--- config.mk ---
export PLATFORM = sky130hd
export DESIGN_NAME = display_tx_ctrl
export DESIGN_NICKNAME = d
export VERILOG_FILES = /design/src/rtl/display_tx_ctrl.sv
export SDC_FILE = /design/constraint.sdc
export NUM_CORES = 1
export LEC_CHECK = 0
export BUFFER_PORTS_ARGS = -buffer_cell sky130_fd_sc_hd__buf_2
export CAP_MARGIN = 20
export CORE_MARGIN = 2
export CORE_UTILIZATION = 40
export CTS_CLUSTER_SIZE = 28
export DETAILED_ROUTE_END_ITERATION = 8
export SYNTH_ARGS = -nofsm -noshare
export SYNTH_HDL_FRONTEND = slang
export SYNTH_SLANG_ARGS = --single-unit
--- constraint.sdc ---
create_clock -name sys_clock -period 3.27 [get_ports sys_clock]
set_clock_uncertainty 0.2 [all_clocks]
set_input_delay 0.654 -clock sys_clock [delete_from_list [all_inputs] [get_ports sys_clock]]
set_output_delay 0.654 -clock sys_clock [all_outputs]
set_load 0.1 [all_outputs]
--- src/rtl/display_tx_ctrl.sv ---
// display_tx_ctrl
//   Drives the terminal display's single character-input port. Two requesters
//   share it: the CPU TX holding register and a text-injection FIFO, served
//   round-robin. Also runs screen-clear, holding disp_clr_o for whole frames.
// Ports
//   sys_clock, reset          clock, asynchronous active-high reset
//   pixel_clken_i, cpu_clken_i clock enables; the display samples when both are high
//   cpu_we_i/cpu_data_i       CPU write into the holding register
//   cpu_ready_o               holding register empty and not clearing (PB7)
//   inj_valid_i/inj_data_i    injection stream; push = inj_valid_i & inj_ready_o
//   inj_ready_o               FIFO not full and not clearing
//   clr_req_i                 clear request level; rising edge acts
//   vsync_i                   frame start on rising edge
//   disp_ready_i              display ready
//   disp_address_o, disp_w_en_o, disp_din_o, disp_clr_o   display interface
//   busy_o                    presenting a character or clearing
module display_tx_ctrl #(
  parameter int FIFO_AW    = 4,
  parameter int CLR_FRAMES = 2
) (
  input  logic       sys_clock,
  input  logic       reset,
  input  logic       pixel_clken_i,
  input  logic       cpu_clken_i,
  input  logic       cpu_we_i,
  input  logic [7:0] cpu_data_i,
  output logic       cpu_ready_o,
  input  logic       inj_valid_i,
  input  logic [7:0] inj_data_i,
  output logic       inj_ready_o,
  input  logic       clr_req_i,
  input  logic       vsync_i,
  input  logic       disp_ready_i,
  output logic       disp_address_o,
  output logic       disp_w_en_o,
  output logic [7:0] disp_din_o,
  output logic       disp_clr_o,
  output logic       busy_o
);

  localparam int FRM_W = $clog2(CLR_FRAMES + 2);
  localparam logic [FRM_W-1:0]   FRM_LOAD = FRM_W'(CLR_FRAMES + 1);
  localparam logic [FRM_W-1:0]   FRM_ONE  = FRM_W'(1);
  localparam logic [FIFO_AW:0]   FULL_CNT = (FIFO_AW + 1)'(2 ** FIFO_AW);
  localparam logic [FIFO_AW:0]   CNT_ONE  = (FIFO_AW + 1)'(1);
  localparam logic [FIFO_AW-1:0] PTR_ONE  = FIFO_AW'(1);

  typedef enum logic [1:0] {ST_IDLE, ST_PRESENT, ST_CLEAR} state_t;

  state_t           state_q, state_d;
  logic [7:0]       hold_q;
  logic             hold_vld_q, hold_vld_d;
  logic [7:0]       din_q, din_d;
  logic             sel_q, sel_d;     // 1: FIFO is the source being presented
  logic             prio_q, prio_d;   // 1: FIFO wins a tie
  logic             clr_pend_q, clr_pend_d;
  logic [FRM_W-1:0] frm_q, frm_d;
  logic [2:0]       clr_sync_q;
  logic             vs_q;

  logic [7:0]         mem [2**FIFO_AW];
  logic [FIFO_AW-1:0] wr_ptr_q, rd_ptr_q;
  logic [FIFO_AW:0]   cnt_q;

  logic clr_edge, vs_rise, accept, cpu_wr, push, pop, flush, fifo_ne, fifo_pick;

  assign clr_edge  = clr_sync_q[1] & ~clr_sync_q[2];
  assign vs_rise   = pixel_clken_i & vsync_i & ~vs_q;
  assign fifo_ne   = (cnt_q != '0);
  assign fifo_pick = (hold_vld_q & fifo_ne) ? prio_q : fifo_ne;
  assign accept    = pixel_clken_i & cpu_clken_i & disp_w_en_o & disp_ready_i;
  assign cpu_wr    = cpu_clken_i & cpu_we_i & cpu_ready_o;
  assign push      = inj_valid_i & inj_ready_o;

  assign cpu_ready_o    = ~hold_vld_q & (state_q != ST_CLEAR);
  assign inj_ready_o    = (cnt_q != FULL_CNT) & (state_q != ST_CLEAR);
  assign disp_w_en_o    = (state_q == ST_PRESENT);
  assign disp_address_o = ~disp_w_en_o;
  assign disp_din_o     = din_q;
  assign disp_clr_o     = (state_q == ST_CLEAR);
  assign busy_o         = disp_w_en_o | disp_clr_o;

  always_comb begin
    state_d    = state_q;
    din_d      = din_q;
    sel_d      = sel_q;
    prio_d     = prio_q;
    frm_d      = frm_q;
    pop        = 1'b0;
    flush      = 1'b0;
    clr_pend_d = clr_pend_q | (clr_edge & (state_q != ST_CLEAR));
    case (state_q)
      ST_IDLE, ST_PRESENT: begin
        if (clr_pend_q) begin
          // A pending clear beats any accept: the presented char is dropped.
          state_d    = ST_CLEAR;
          flush      = 1'b1;
          clr_pend_d = 1'b0;
          frm_d      = FRM_LOAD;
        end else if (state_q == ST_IDLE) begin
          if (hold_vld_q | fifo_ne) begin
            sel_d   = fifo_pick;
            din_d   = fifo_pick ? mem[rd_ptr_q] : hold_q;
            state_d = ST_PRESENT;
          end
        end else if (accept) begin
          pop     = 1'b1;
          prio_d  = ~prio_q;
          state_d = ST_IDLE;
        end
      end
      ST_CLEAR: begin
        // Exiting on edge CLR_FRAMES+1 guarantees CLR_FRAMES complete frames
        // regardless of where in a frame the clear began.
        if (clr_edge) begin
          frm_d = FRM_LOAD;
        end else if (vs_rise) begin
          frm_d = frm_q - FRM_ONE;
          if (frm_q == FRM_ONE) state_d = ST_IDLE;
        end
      end
      default: state_d = ST_IDLE;
    endcase
  end

  always_comb begin
    hold_vld_d = hold_vld_q;
    if (flush)             hold_vld_d = 1'b0;
    else if (cpu_wr)       hold_vld_d = 1'b1;
    else if (pop & ~sel_q) hold_vld_d = 1'b0;
  end

  always_ff @(posedge sys_clock or posedge reset) begin
    if (reset) begin
      state_q    <= ST_IDLE;
      hold_q     <= '0;
      hold_vld_q <= 1'b0;
      din_q      <= '0;
      sel_q      <= 1'b0;
      prio_q     <= 1'b0;
      clr_pend_q <= 1'b0;
      frm_q      <= '0;
      clr_sync_q <= '0;
      vs_q       <= 1'b0;
    end else begin
      state_q    <= state_d;
      hold_vld_q <= hold_vld_d;
      din_q      <= din_d;
      sel_q      <= sel_d;
      prio_q     <= prio_d;
      clr_pend_q <= clr_pend_d;
      frm_q      <= frm_d;
      clr_sync_q <= {clr_sync_q[1:0], clr_req_i};
      if (cpu_wr)        hold_q <= cpu_data_i;
      if (pixel_clken_i) vs_q   <= vsync_i;
    end
  end

  always_ff @(posedge sys_clock or posedge reset) begin
    if (reset) begin
      wr_ptr_q <= '0;
      rd_ptr_q <= '0;
      cnt_q    <= '0;
    end else if (flush) begin
      wr_ptr_q <= '0;
      rd_ptr_q <= '0;
      cnt_q    <= '0;
    end else begin
      if (push)        wr_ptr_q <= wr_ptr_q + PTR_ONE;
      if (pop & sel_q) rd_ptr_q <= rd_ptr_q + PTR_ONE;
      case ({push, pop & sel_q})
        2'b10:   cnt_q <= cnt_q + CNT_ONE;
        2'b01:   cnt_q <= cnt_q - CNT_ONE;
        default: cnt_q <= cnt_q;
      endcase
    end
  end

  always_ff @(posedge sys_clock) begin
    if (push) mem[wr_ptr_q] <= inj_data_i;
  end

endmodule

==> results.sh <==
export IMPL_crit_start="state_q[0]"
export IMPL_synth_fp_nets=463
export IMPL_p_sw_frac=0.366
export IMPL_clkPwrFrac=0.300
export IMPL_slew_headroom=0.419
export IMPL_rows=49
export IMPL_grt_pass1_vias=3981
export IMPL_dr_pass1_iters=5
export IMPL_drtIter0Drc=307
export IMPL_cts_buffers=17
export IMPL_r2r_start="state_q[0]"
export IMPL_nets=516
export IMPL_path_max_fanout=8
export IMPL_rsz0062_at_grt="no"
export IMPL_crit_type="register to register"
export IMPL_r2r_end="cnt_q[2]"
export IMPL_peakVddDrop_mv=0.737
export IMPL_required_ns=3.41
export IMPL_gp_congestion=0.799
export IMPL_wirelength_mm=14.6
export IMPL_clock_sinks=169
export IMPL_post_cts_buffers=0
export IMPL_routed_via_density=5.41
export IMPL_die_x_um=138
export IMPL_clk_pin_slew_worst_paths_ns=0.07
export IMPL_powerDensity_mw_per_mm2=829
export IMPL_antenna_found_initial=0
export IMPL_vias=3897
export IMPL_wire_per_inst_um=20.2
export IMPL_port_buffers=38
export IMPL_synth_seq_area_share=0.674
export IMPL_endpoint_kind="register"
export IMPL_hold_violations=0
export IMPL_worst_path_largest_cell_delay_ns=0.51
export IMPL_path_delay_family="simple AND/OR/NAND/NOR gates"
export IMPL_r2r_slack_ns=0.39
export IMPL_slew_violations=0
export IMPL_crit_slowest_cell="or4_1"
export IMPL_area_growth_pct=15.5
export IMPL_insertedDiodeCount=0
export IMPL_ys_ff_latch=169
export IMPL_fmax_mhz=347
export IMPL_dp_final_hpwl_mm=9.79
export IMPL_tightest_slew_ns=0.872
export IMPL_cts_tree="yes"
export IMPL_fin_crit_ns=2.88
export IMPL_path_cells="inv_1, ha_1, nor3b_2, nand2_1, nor2_1, xor2_1, ha_1, or4_1, mux2i_1, mux2i_1"
export IMPL_netlist_area_mm2=0.00722
export IMPL_postCtsHoldBufs=0
export IMPL_ff2ff_path_depth=10
export IMPL_remaining_drc_errors=0
export IMPL_drive_gt1_frac=0.324
export IMPL_yosysUniqueCellTypes=51
export IMPL_cp_start_kind="register"
export IMPL_synth_edf_count=128
export IMPL_critical_path_arrival_ns=3.02
export IMPL_p_int_uw=4380
export IMPL_cts_root_buf="clkbuf_16"
export IMPL_grt_pass1_wl_mm=22.8
export IMPL_ctsHtreeMaxLevel=4
export IMPL_p_sw_uw=2530
export IMPL_initial_core_util=0.405
export IMPL_finalSetupViolations=0
export IMPL_core_mm2=0.0178
export IMPL_path_buf_inv=1
export IMPL_ant_nets=0
export IMPL_clock_latency_ns=0.42
export IMPL_grt_max_degree=35
export IMPL_synthCells=425
export IMPL_clockBufferDepth=2
export IMPL_drv_cap=0
export IMPL_comb_power_share=0.288
export IMPL_track_usage=0.159
export IMPL_ys_warn_count=0
export IMPL_leakagePower_uw=0.00298
export IMPL_avgSynthCellArea_um2=17.0
export IMPL_period_share=0.881
export IMPL_critPathCapture="cnt_q[2]"
export IMPL_timing_hold_ws_ns=0.0663
export IMPL_worst_path_stages=10
export IMPL_fillers=1517
export IMPL_die_h_um=138
export IMPL_hp_class="input pin to asynchronous set/reset pin"
export IMPL_die_area_mm2=0.0191
export IMPL_tns_ns=0
export IMPL_outcome="finished clean"
export IMPL_synthArstFlopShare=0.243
export IMPL_seqPwrFrac=0.412
export IMPL_cts_resized_gates=0
export IMPL_io_pins=39
export IMPL_synth_main_ff_cell="edfxtp_1"
export IMPL_grt_overflow=0
## registers in the layout (all words and copies together) (netlist names)
signal and flops:
hold_q 8, frm_q 2, vs_q 1, rd_ptr_q 4, wr_ptr_q 4, sel_q 1
prio_q 1, cnt_q 5, hold_vld_q 1, mem 128, clr_pend_q 1, disp_din_o 8
state_q 2, clr_sync_q 3
## area by class of cell
| class | count | area (um2) | share of cell area |
|---|---|---|---|
| Clock inverter | 15 | 204 | 0.0244 |
| Sequential cell | 169 | 4870 | 0.584 |
| Inverter | 17 | 63.8 | 0.00765 |
| Multi-Input combinational cell | 219 | 2170 | 0.260 |
| Timing Repair Buffer | 54 | 323 | 0.0387 |
| Clock buffer | 17 | 425 | 0.0510 |
| Tap cell | 229 | 287 | 0.0343 |
## stage by stage
step	total power (uW)	cells	utilization	setup WS, ns	area (um2)
after global placement	4840	688	0.432	0.534	7710
after global routing	7210	720	0.468	0.155	8340
after detailed placement	4880	688	0.432	0.402	7710
after floorplan	4430	425	-	0.0858	7230
final	6910	720	0.468	0.389	8340
after CTS	6960	720	0.468	0.401	8340
## kinds of logic (layout without fill, tap and decap cells)
group | count (synthesis) | after routing | synth area share
adders and majority gates | 13 | 13 | 0.0225
AOI/OAI and AO/OA | 45 | 45 | 0.0487
DFF | 169 | 169 | 0.674
muxes | 65 | 65 | 0.150
and+or+nand+nor | 86 | 86 | 0.0653
xor gates and xnor gates | 10 | 10 | 0.0121
buffers and inverters | 37 | 103 | 0.0274
## cell usage after synthesis, types with 5 or more instances
cell type | count | area share
edfxtp_1 | 128 | 0.53
dfrtp_1 | 41 | 0.14
mux4_2 | 32 | 0.10
mux2_2 | 25 | 0.039
nand2_1 | 19 | 0.0099
inv_1 | 17 | 0.0088
nor2_1 | 15 | 0.0078
ha_1 | 13 | 0.023
nor3_1 | 10 | 0.0069
a21oi_1 | 8 | 0.0055
a22oi_1 | 8 | 0.0083
a32oi_1 | 8 | 0.0097
mux2i_1 | 8 | 0.011
nand3_1 | 7 | 0.0048
and2_1 | 6 | 0.0052
clkbuf_1 | 6 | 0.0031
o21ai_0 | 6 | 0.0042
xnor2_1 | 6 | 0.0073
and3_1 | 5 | 0.0043
## cells in the final DEF (no fill, tap or decap), types with 3 or more instances in the layout
cell type / n
a211oi_1: 3
a21oi_1: 7
a22oi_1: 8
a32oi_1: 8
and2_1: 6
and3_1: 5
buf_2: 38
buf_4: 15
clkbuf_16: 17
clkinv_8: 3
dfrtp_1: 39
edfxtp_1: 128
ha_1: 11
inv_1: 17
inv_8: 4
mux2_2: 25
mux2i_1: 8
mux4_2: 32
nand2_1: 19
nand2b_1: 4
nand3_1: 7
nor2_1: 14
nor2b_1: 4
nor3_1: 10
o21ai_0: 6
or3_1: 3
xnor2_1: 6
xor2_1: 4
## worst min path at each step
stage | depth (start not counted) | endpoint
finish | 2 | hold_q[7]
global route | 2 | hold_q[1]
CTS | 2 | hold_q[6]
detailed placement | 0 | clr_sync_q[1]
global placement | 0 | clr_sync_q[1]
floorplan | 0 | clr_sync_q[1]
## metal layers
metal,share of wire,up-vias,GRT usage
met5,0,-,0
met1,0.44,2031,0.220
li1,-,1764,-
met3,0.047,6,0.0339
met4,0.0038,0,0.0392
met2,0.51,96,0.260
## power groups by stage
stage / sequential (uW) / clock, uW / combinational [uW]
final: 2850 / 2070 / 1990
after global routing: 2880 / 2200 / 2130
after CTS: 2850 / 2110 / 2010
after detailed placement: 2880 / 0 / 1990
after global placement: 2870 / 0 / 1970
after floorplan: 3100 / 0 / 1330
Note: power is estimated with default switching activity, not from simulation.
